File: src/rtl/imem_loader_pkg.sv
// Shared types and constants for the instruction-memory loader.
package imem_loader_pkg;

  typedef enum logic [2:0] {
    IDLE,
    HDR0,
    HDR1,
    DATA,
    DONE,
    ERR
  } state_t;

  localparam int WORD_BYTES = 4;
  localparam int ADDR_STEP  = 4;

endpackage

File: src/rtl/imem_loader_if.sv
// Byte-stream handshake plus instruction-RAM write port of the loader.
interface imem_loader_if #(
  parameter int ADDR_W = 10,
  parameter int DATA_W = 32
);

  logic [7:0]        byte_in;
  logic              byte_valid;
  logic              byte_ready;
  logic              mem_we;
  logic [ADDR_W-1:0] mem_addr;
  logic [DATA_W-1:0] mem_wdata;

  // Host side: sources the byte stream, observes the RAM writes.
  modport master (
    output byte_in, byte_valid,
    input  byte_ready, mem_we, mem_addr, mem_wdata
  );

  // Loader side.
  modport slave (
    input  byte_in, byte_valid,
    output byte_ready, mem_we, mem_addr, mem_wdata
  );

endinterface

File: src/rtl/imem_loader_byte_packer.sv
// Packs four stream bytes into one little-endian word; the first byte lands in [7:0].
module byte_packer
  import imem_loader_pkg::*;
#(
  parameter int DATA_W = 32
) (
  input  logic              clock,
  input  logic              reset_n,
  input  logic              clear,
  input  logic              push,
  input  logic [7:0]        byte_in,
  output logic [DATA_W-1:0] word,
  output logic              word_ok
);

  logic [1:0]        idx;
  logic [DATA_W-9:0] pack;

  // Byte lane index within the current word, wraps after the last lane.
  always_ff @(posedge clock or negedge reset_n) begin
    if (!reset_n) begin
      idx <= 2'd0;
    end else if (clear) begin
      idx <= 2'd0;
    end else if (push) begin
      idx <= idx + 2'd1;
    end
  end

  // Lower three lanes are buffered; the top lane is taken straight from byte_in.
  always_ff @(posedge clock) begin
    if (push) begin
      case (idx)
        2'd0:    pack[7:0]   <= byte_in;
        2'd1:    pack[15:8]  <= byte_in;
        2'd2:    pack[23:16] <= byte_in;
        default: ;
      endcase
    end
  end

  assign word    = {byte_in, pack};
  assign word_ok = push && (idx == 2'(WORD_BYTES - 1));

endmodule

File: src/rtl/imem_loader.sv
// Loads a length-prefixed byte stream into the CPU instruction RAM and
// holds the CPU in reset until the complete image has been written.
module imem_loader
  import imem_loader_pkg::*;
#(
  parameter int ADDR_W    = 10,
  parameter int DATA_W    = 32,
  parameter int MAX_WORDS = 256
) (
  input  logic         clock,
  input  logic         reset_n,
  input  logic         start,
  imem_loader_if.slave bus,
  output logic         busy,
  output logic         done,
  output logic         error,
  output logic         cpu_reset_n
);

  localparam logic [15:0] MAX_N = 16'(MAX_WORDS);

  state_t            state;
  state_t            state_nxt;
  logic              loading;
  logic              ready;
  logic              xfer;
  logic              push;
  logic [7:0]        n_lo;
  logic [15:0]       n_hdr;
  logic [15:0]       n_words;
  logic [15:0]       w_cnt;
  logic [ADDR_W-1:0] addr_cnt;
  logic              last_word;
  logic [DATA_W-1:0] word;
  logic              word_ok;

  assign loading        = (state == HDR0) || (state == HDR1) || (state == DATA);
  assign ready          = loading && !start;
  assign xfer           = ready && bus.byte_valid;
  assign push           = xfer && (state == DATA);
  assign bus.byte_ready = ready;

  assign n_hdr     = {bus.byte_in, n_lo};
  assign last_word = bus.mem_we && ((w_cnt + 16'd1) == n_words);

  // Status is decoded from state so an async reset clears it at once;
  // cpu_reset_n tracks done so the CPU only runs on a complete image.
  assign busy        = loading;
  assign done        = (state == DONE);
  assign error       = (state == ERR);
  assign cpu_reset_n = done;

  byte_packer #(
    .DATA_W (DATA_W)
  ) u_packer (
    .clock   (clock),
    .reset_n (reset_n),
    .clear   (start),
    .push    (push),
    .byte_in (bus.byte_in),
    .word    (word),
    .word_ok (word_ok)
  );

  // State register.
  always_ff @(posedge clock or negedge reset_n) begin
    if (!reset_n) begin
      state <= IDLE;
    end else begin
      state <= state_nxt;
    end
  end

  // Next-state logic; start overrides every state and restarts the load.
  always_comb begin
    state_nxt = state;
    case (state)
      IDLE: ;
      HDR0: begin
        if (xfer) state_nxt = HDR1;
      end
      HDR1: begin
        if (xfer) begin
          if (n_hdr == 16'd0)      state_nxt = DONE;
          else if (n_hdr > MAX_N)  state_nxt = ERR;
          else                     state_nxt = DATA;
        end
      end
      DATA: begin
        if (last_word) state_nxt = DONE;
      end
      DONE: ;
      ERR:  ;
      default: state_nxt = IDLE;
    endcase
    if (start) state_nxt = HDR0;
  end

  // Header capture: low byte is buffered until the high byte arrives.
  always_ff @(posedge clock or negedge reset_n) begin
    if (!reset_n) begin
      n_lo    <= 8'd0;
      n_words <= 16'd0;
    end else if (start) begin
      n_lo    <= 8'd0;
      n_words <= 16'd0;
    end else if (xfer && (state == HDR0)) begin
      n_lo <= bus.byte_in;
    end else if (xfer && (state == HDR1)) begin
      n_words <= n_hdr;
    end
  end

  // Written-word count and next write address advance after each pulse.
  always_ff @(posedge clock or negedge reset_n) begin
    if (!reset_n) begin
      w_cnt    <= 16'd0;
      addr_cnt <= '0;
    end else if (start) begin
      w_cnt    <= 16'd0;
      addr_cnt <= '0;
    end else if (bus.mem_we) begin
      w_cnt    <= w_cnt + 16'd1;
      addr_cnt <= addr_cnt + ADDR_W'(ADDR_STEP);
    end
  end

  // RAM write port: one-cycle pulse after the 4th byte, address/data hold otherwise.
  always_ff @(posedge clock or negedge reset_n) begin
    if (!reset_n) begin
      bus.mem_we    <= 1'b0;
      bus.mem_addr  <= '0;
      bus.mem_wdata <= '0;
    end else begin
      bus.mem_we <= word_ok;
      if (word_ok) begin
        bus.mem_addr  <= addr_cnt;
        bus.mem_wdata <= word;
      end
    end
  end

endmodule

File: src/flat_wrapper.sv
// flat-port wrapper written by rule: the top's interface ports become plain ports
module imem_loader_flat import imem_loader_pkg::*;
#(
  parameter int ADDR_W    = 10,
  parameter int DATA_W    = 32,
  parameter int MAX_WORDS = 256
)
  (clock, reset_n, start, busy, done, error, cpu_reset_n, bus_byte_in, bus_byte_valid, bus_byte_ready, bus_mem_we, bus_mem_addr, bus_mem_wdata);
  imem_loader_if #(.ADDR_W(ADDR_W), .DATA_W(DATA_W)) bus_i ();
  input  logic clock;
  input  logic reset_n;
  input  logic start;
  output logic busy;
  output logic done;
  output logic error;
  output logic cpu_reset_n;
  input wire logic [$bits(bus_i.byte_in)-1:0] bus_byte_in;
  input wire logic [$bits(bus_i.byte_valid)-1:0] bus_byte_valid;
  output wire logic [$bits(bus_i.byte_ready)-1:0] bus_byte_ready;
  output wire logic [$bits(bus_i.mem_we)-1:0] bus_mem_we;
  output wire logic [$bits(bus_i.mem_addr)-1:0] bus_mem_addr;
  output wire logic [$bits(bus_i.mem_wdata)-1:0] bus_mem_wdata;
  assign bus_i.byte_in = bus_byte_in;
  assign bus_i.byte_valid = bus_byte_valid;
  assign bus_byte_ready = bus_i.byte_ready;
  assign bus_mem_we = bus_i.mem_we;
  assign bus_mem_addr = bus_i.mem_addr;
  assign bus_mem_wdata = bus_i.mem_wdata;
  imem_loader #(.ADDR_W(ADDR_W), .DATA_W(DATA_W), .MAX_WORDS(MAX_WORDS)) u_core (.clock(clock), .reset_n(reset_n), .start(start), .bus(bus_i), .busy(busy), .done(done), .error(error), .cpu_reset_n(cpu_reset_n));
endmodule
File: config.mk
export PLATFORM = sky130hd
export DESIGN_NAME = imem_loader_flat
export DESIGN_NICKNAME = d
export VERILOG_FILES = /design/src/rtl/imem_loader_pkg.sv /design/src/rtl/imem_loader_if.sv /design/src/rtl/imem_loader_byte_packer.sv /design/src/rtl/imem_loader.sv /design/src/flat_wrapper.sv
export SDC_FILE = /design/constraint.sdc
export NUM_CORES = 1
export LEC_CHECK = 0
export BUFFER_PORTS_ARGS = -buffer_cell sky130_fd_sc_hd__buf_2
export CAP_MARGIN = 20
export CORE_UTILIZATION = 25
export DETAILED_ROUTE_END_ITERATION = 16
export GPL_TIMING_DRIVEN = 0
export HOLD_SLACK_MARGIN = 0.03
export SLEW_MARGIN = 25
export SYNTH_ARGS = -nofsm -noshare
export SYNTH_HDL_FRONTEND = slang
export SYNTH_HIERARCHICAL = 1
export SYNTH_SLANG_ARGS = --single-unit
File: constraint.sdc
create_clock -name clock -period 3.2 [get_ports clock]
set_input_delay 0.16 -clock clock [delete_from_list [all_inputs] [get_ports clock]]
set_output_delay 0.16 -clock clock [all_outputs]
set_load 0.02 [all_outputs]
==> impl_metrics.yaml <==
timing:
  drv_slew: 0
  period_share_pct: 90.3
  max_freq_mhz: 346
  finalClockSkew_ns: 0.00616
  slew_headroom_pct: 57.1
  setup_violations: 0
  worstMarginPinSlew_ns: 0.644
  grt_setup_unrepaired: "no"
  finalSetupTns_ns: 0
  period_needed_ns: 2.89
  hold_viol_final: 0
critical_path:
  timing.rr.end: "u_core/state[1]$_DFFE_PN0P_"
  cp-start-kind: "register"
  rrSetupSlack_ns: 0.31
  critPathMaxFanout: 7
  r2r_cells: 7
  cp.required_ns: 3.48
  critical_path_class: "reg2reg"
  regToRegStartpoint: "u_core/w_cnt[0]$_DFFE_PN0N_"
  endpoint_kind: "register"
  cp_data_arrival_time_ns: 3.17
route:
  route.detailed.drc: 0
  drt-total-wl_um: 12100
  post_drt_wl_per_cell_um: 14.4
  drt_first_pass_iters: 4
  vias: 3826
  drt_iter0_markers: 285
  ant_nets: 0
  viasPerCell: 4.54
grt:
  grt_max_degree: 66
  grt_pass1_wl_um: 20200
  track_usage_pct: 12.1
  grt_remaining_overflow: 0
  antenna_found_initial: 0
  grt_pass1_vias: 3845
synth:
  synth_commonest_cells: "dfrtp_1, nand2_1, mux2_2"
  yosysSeqAreaShare_pct: 56.9
  ys_ff_latch: 118
  synth_edf_count: 24
  synthTopCellsByArea: "dfrtp_1, edfxtp_1, mux2_2"
  syn_inst: 476
  synth_top_cell_by_area: "dfrtp_1"
  synth_area_um2: 5400
  async_flop_share_pct: 79.7
  ys_warn_count: 6
  ys_types: 53
  yosysMostFrequentCell: "dfrtp_1"
  syn_area_per_cell_um2: 11.3
  yosysTopAreaCellShare_pct: 43.6
  synth_ff_type: "dfrtp_1"
pwr:
  power_density_nw_per_um2: 551
  p_comb_share_pct: 4.6
  ir_worst_vdd_v: 0.000350
  clkPwrFrac_pct: 52.6
  p_leak_nw: 2.97
  internal-power_mw: 2.92
  seqPwrFrac_pct: 42.8
  p_sw_share_pct: 20.9
  switching_power_mw: 0.770
place:
  io_buffers: 57
  place.gp.congestion: 0.816
  placed_cell_area_um2: 6070
  dpl.cell_count: 810
  dpl.hpwl_um: 8280
finish:
  nets: 574
  layout-drive-gt1-share_pct: 26.6
  n_antenna_cell: 0
  syn2layout_area_growth_pct: 23.8
  postLayoutCellArea_um2: 6690
  stdcell_count: 842
cts:
  cts.htree.levels: 4
  postCtsSetupBuffers: 0
  clk_latency_ns: 0.42
  cts-root-buf: "clkbuf_16"
  clkTransAtPathRegs_ns: 0.05
  cts_tree: "yes"
  cts_buffers: 17
  cts_sinks: 118
  clockBufferDepth: 2
die:
  dieArea_um2: 22200
  die_h_um: 149
  rows: 53
  io_pins: 60
  core_um2: 21100
  start_util_pct: 25.6
  die_x_um: 149
min_path:
  min_path_type: "in2reg"
  whs_path_depth: 1
  hold_end: "u_core/u_packer/pack[2]$_DFFE_PP_"
  worstHoldStart: "bus_byte_in[2]"
flow_run:
  maxCapViolCount: 0
outcome:
  status: "completed"
[power groups by stage]
stage / Sequential, mW / Clock, mW / Combinational, mW
2_1_floorplan: 1.60 / 0 / 0.0889
3_3_place_gp: 1.61 / 0 / 0.164
3_5_place_dp: 1.61 / 0 / 0.170
4_1_cts: 1.58 / 1.99 / 0.173
5_1_grt: 1.58 / 2.05 / 0.190
6_report: 1.58 / 1.94 / 0.170
[per-stage QoR]
stage	total power, mW	hold slack [ns]	utilization (%)	setup WS [ns]
after floorplan	1.69	-0.136	-	0.667
after global placement	1.77	0.456	28.6	0.342
after detailed placement	1.78	0.0662	28.8	0.316
after CTS	3.74	0.0601	31.7	0.310
after global routing	3.82	0.0712	31.7	0.142
final	3.69	0.0736	31.7	0.310
[logic make-up (layout without fill, tap and decap cells)]
group / count (synthesis) / in the layout / share of synthesized area, %
flops: 118 / 118 / 56.9
mux: 43 / 43 / 8.90
xor+xnor: 36 / 36 / 5.84
simple gates: 166 / 166 / 15.9
fa+ha+maj: 6 / 6 / 1.39
other cells: 1 / 2 / 0.0695
buf+inv: 43 / 133 / 3.99
compound gates: 63 / 63 / 7.05
[layer usage]
layer | vias up | share of wire (%) | GRT usage (%)
li1 | 1823 | - | -
met1 | 1905 | 48 | 15.5
met2 | 82 | 46 | 18.6
met3 | 16 | 4.8 | 3.94
met4 | 0 | 1.5 | 4.85
met5 | - | 0 | 0
[worst max-delay path by stage]
stage,to,start,depth (start not counted)
6_report,u_core/state[1]$_DFFE_PN0P_,u_core/w_cnt[0]$_DFFE_PN0N_,7
5_1_grt,u_core/state[1]$_DFFE_PN0P_,u_core/w_cnt[0]$_DFFE_PN0N_,7
4_1_cts,u_core/state[1]$_DFFE_PN0P_,u_core/w_cnt[0]$_DFFE_PN0N_,7
3_5_place_dp,u_core/state[1]$_DFFE_PN0P_,u_core/w_cnt[0]$_DFFE_PN0N_,7
3_3_place_gp,u_core/state[1]$_DFFE_PN0P_,u_core/w_cnt[0]$_DFFE_PN0N_,7
2_1_floorplan,u_core/state[1]$_DFFE_PN0P_,u_core/w_cnt[0]$_DFFE_PN0N_,7
[layout make-up]
class	instances	area [um2]
Clock inverter	11	158
Multi-Input combinational cell	316	2110
Sequential cell	118	3070
Tap cell	275	344
Timing Repair Buffer	60	339
Buffer	36	189
Inverter	7	26.3
Fill cell	2156	14400
Clock buffer	19	443
[sequential cells by signal, indices dropped and copies added, names as in the netlist]
register / flops
u_core/u_packer/idx: 2
u_core/u_packer/pack: 24
u_core/bus.mem_wdata: 32
u_core/state: 3
u_core/n_words: 16
u_core/w_cnt: 16
u_core/n_lo: 8
u_core/bus.mem_we: 1
u_core/addr_cnt: 8
u_core/bus.mem_addr: 8
[timing repair]
| item | in CTS | in global routing |
|---|---|---|
| endpoints found under the hold margin | 96 | 0 |
| hold buffers | 2 | 0 |
| resized for setup | 0 | 0 |
| endpoints found under the setup margin | 0 | 0 |
[worst max-delay path, cell delays in order, from the launching register on]
cell	delay (ns)
dfrtp_1	0.48
ha_1	0.34
nand3_1	0.20
or3_1	0.34
o31a_1	0.30
or4b_4	0.56
o41ai_2	0.42
o21ai_1	0.12
[cells in the final DEF (no fill, tap or decap), types with 11 or more instances in the layout]
master	instances
o21ai_0	17
buf_4	13
xnor2_1	22
a21oi_1	27
nand3_1	11
clkbuf_1	17
nand2_1	54
xor2_1	14
clkbuf_16	17
mux2_2	40
dfrtp_1	94
buf_2	60
nor2_1	30
edfxtp_1	24
No activity file was read; power rests on OpenSTA's default activity.
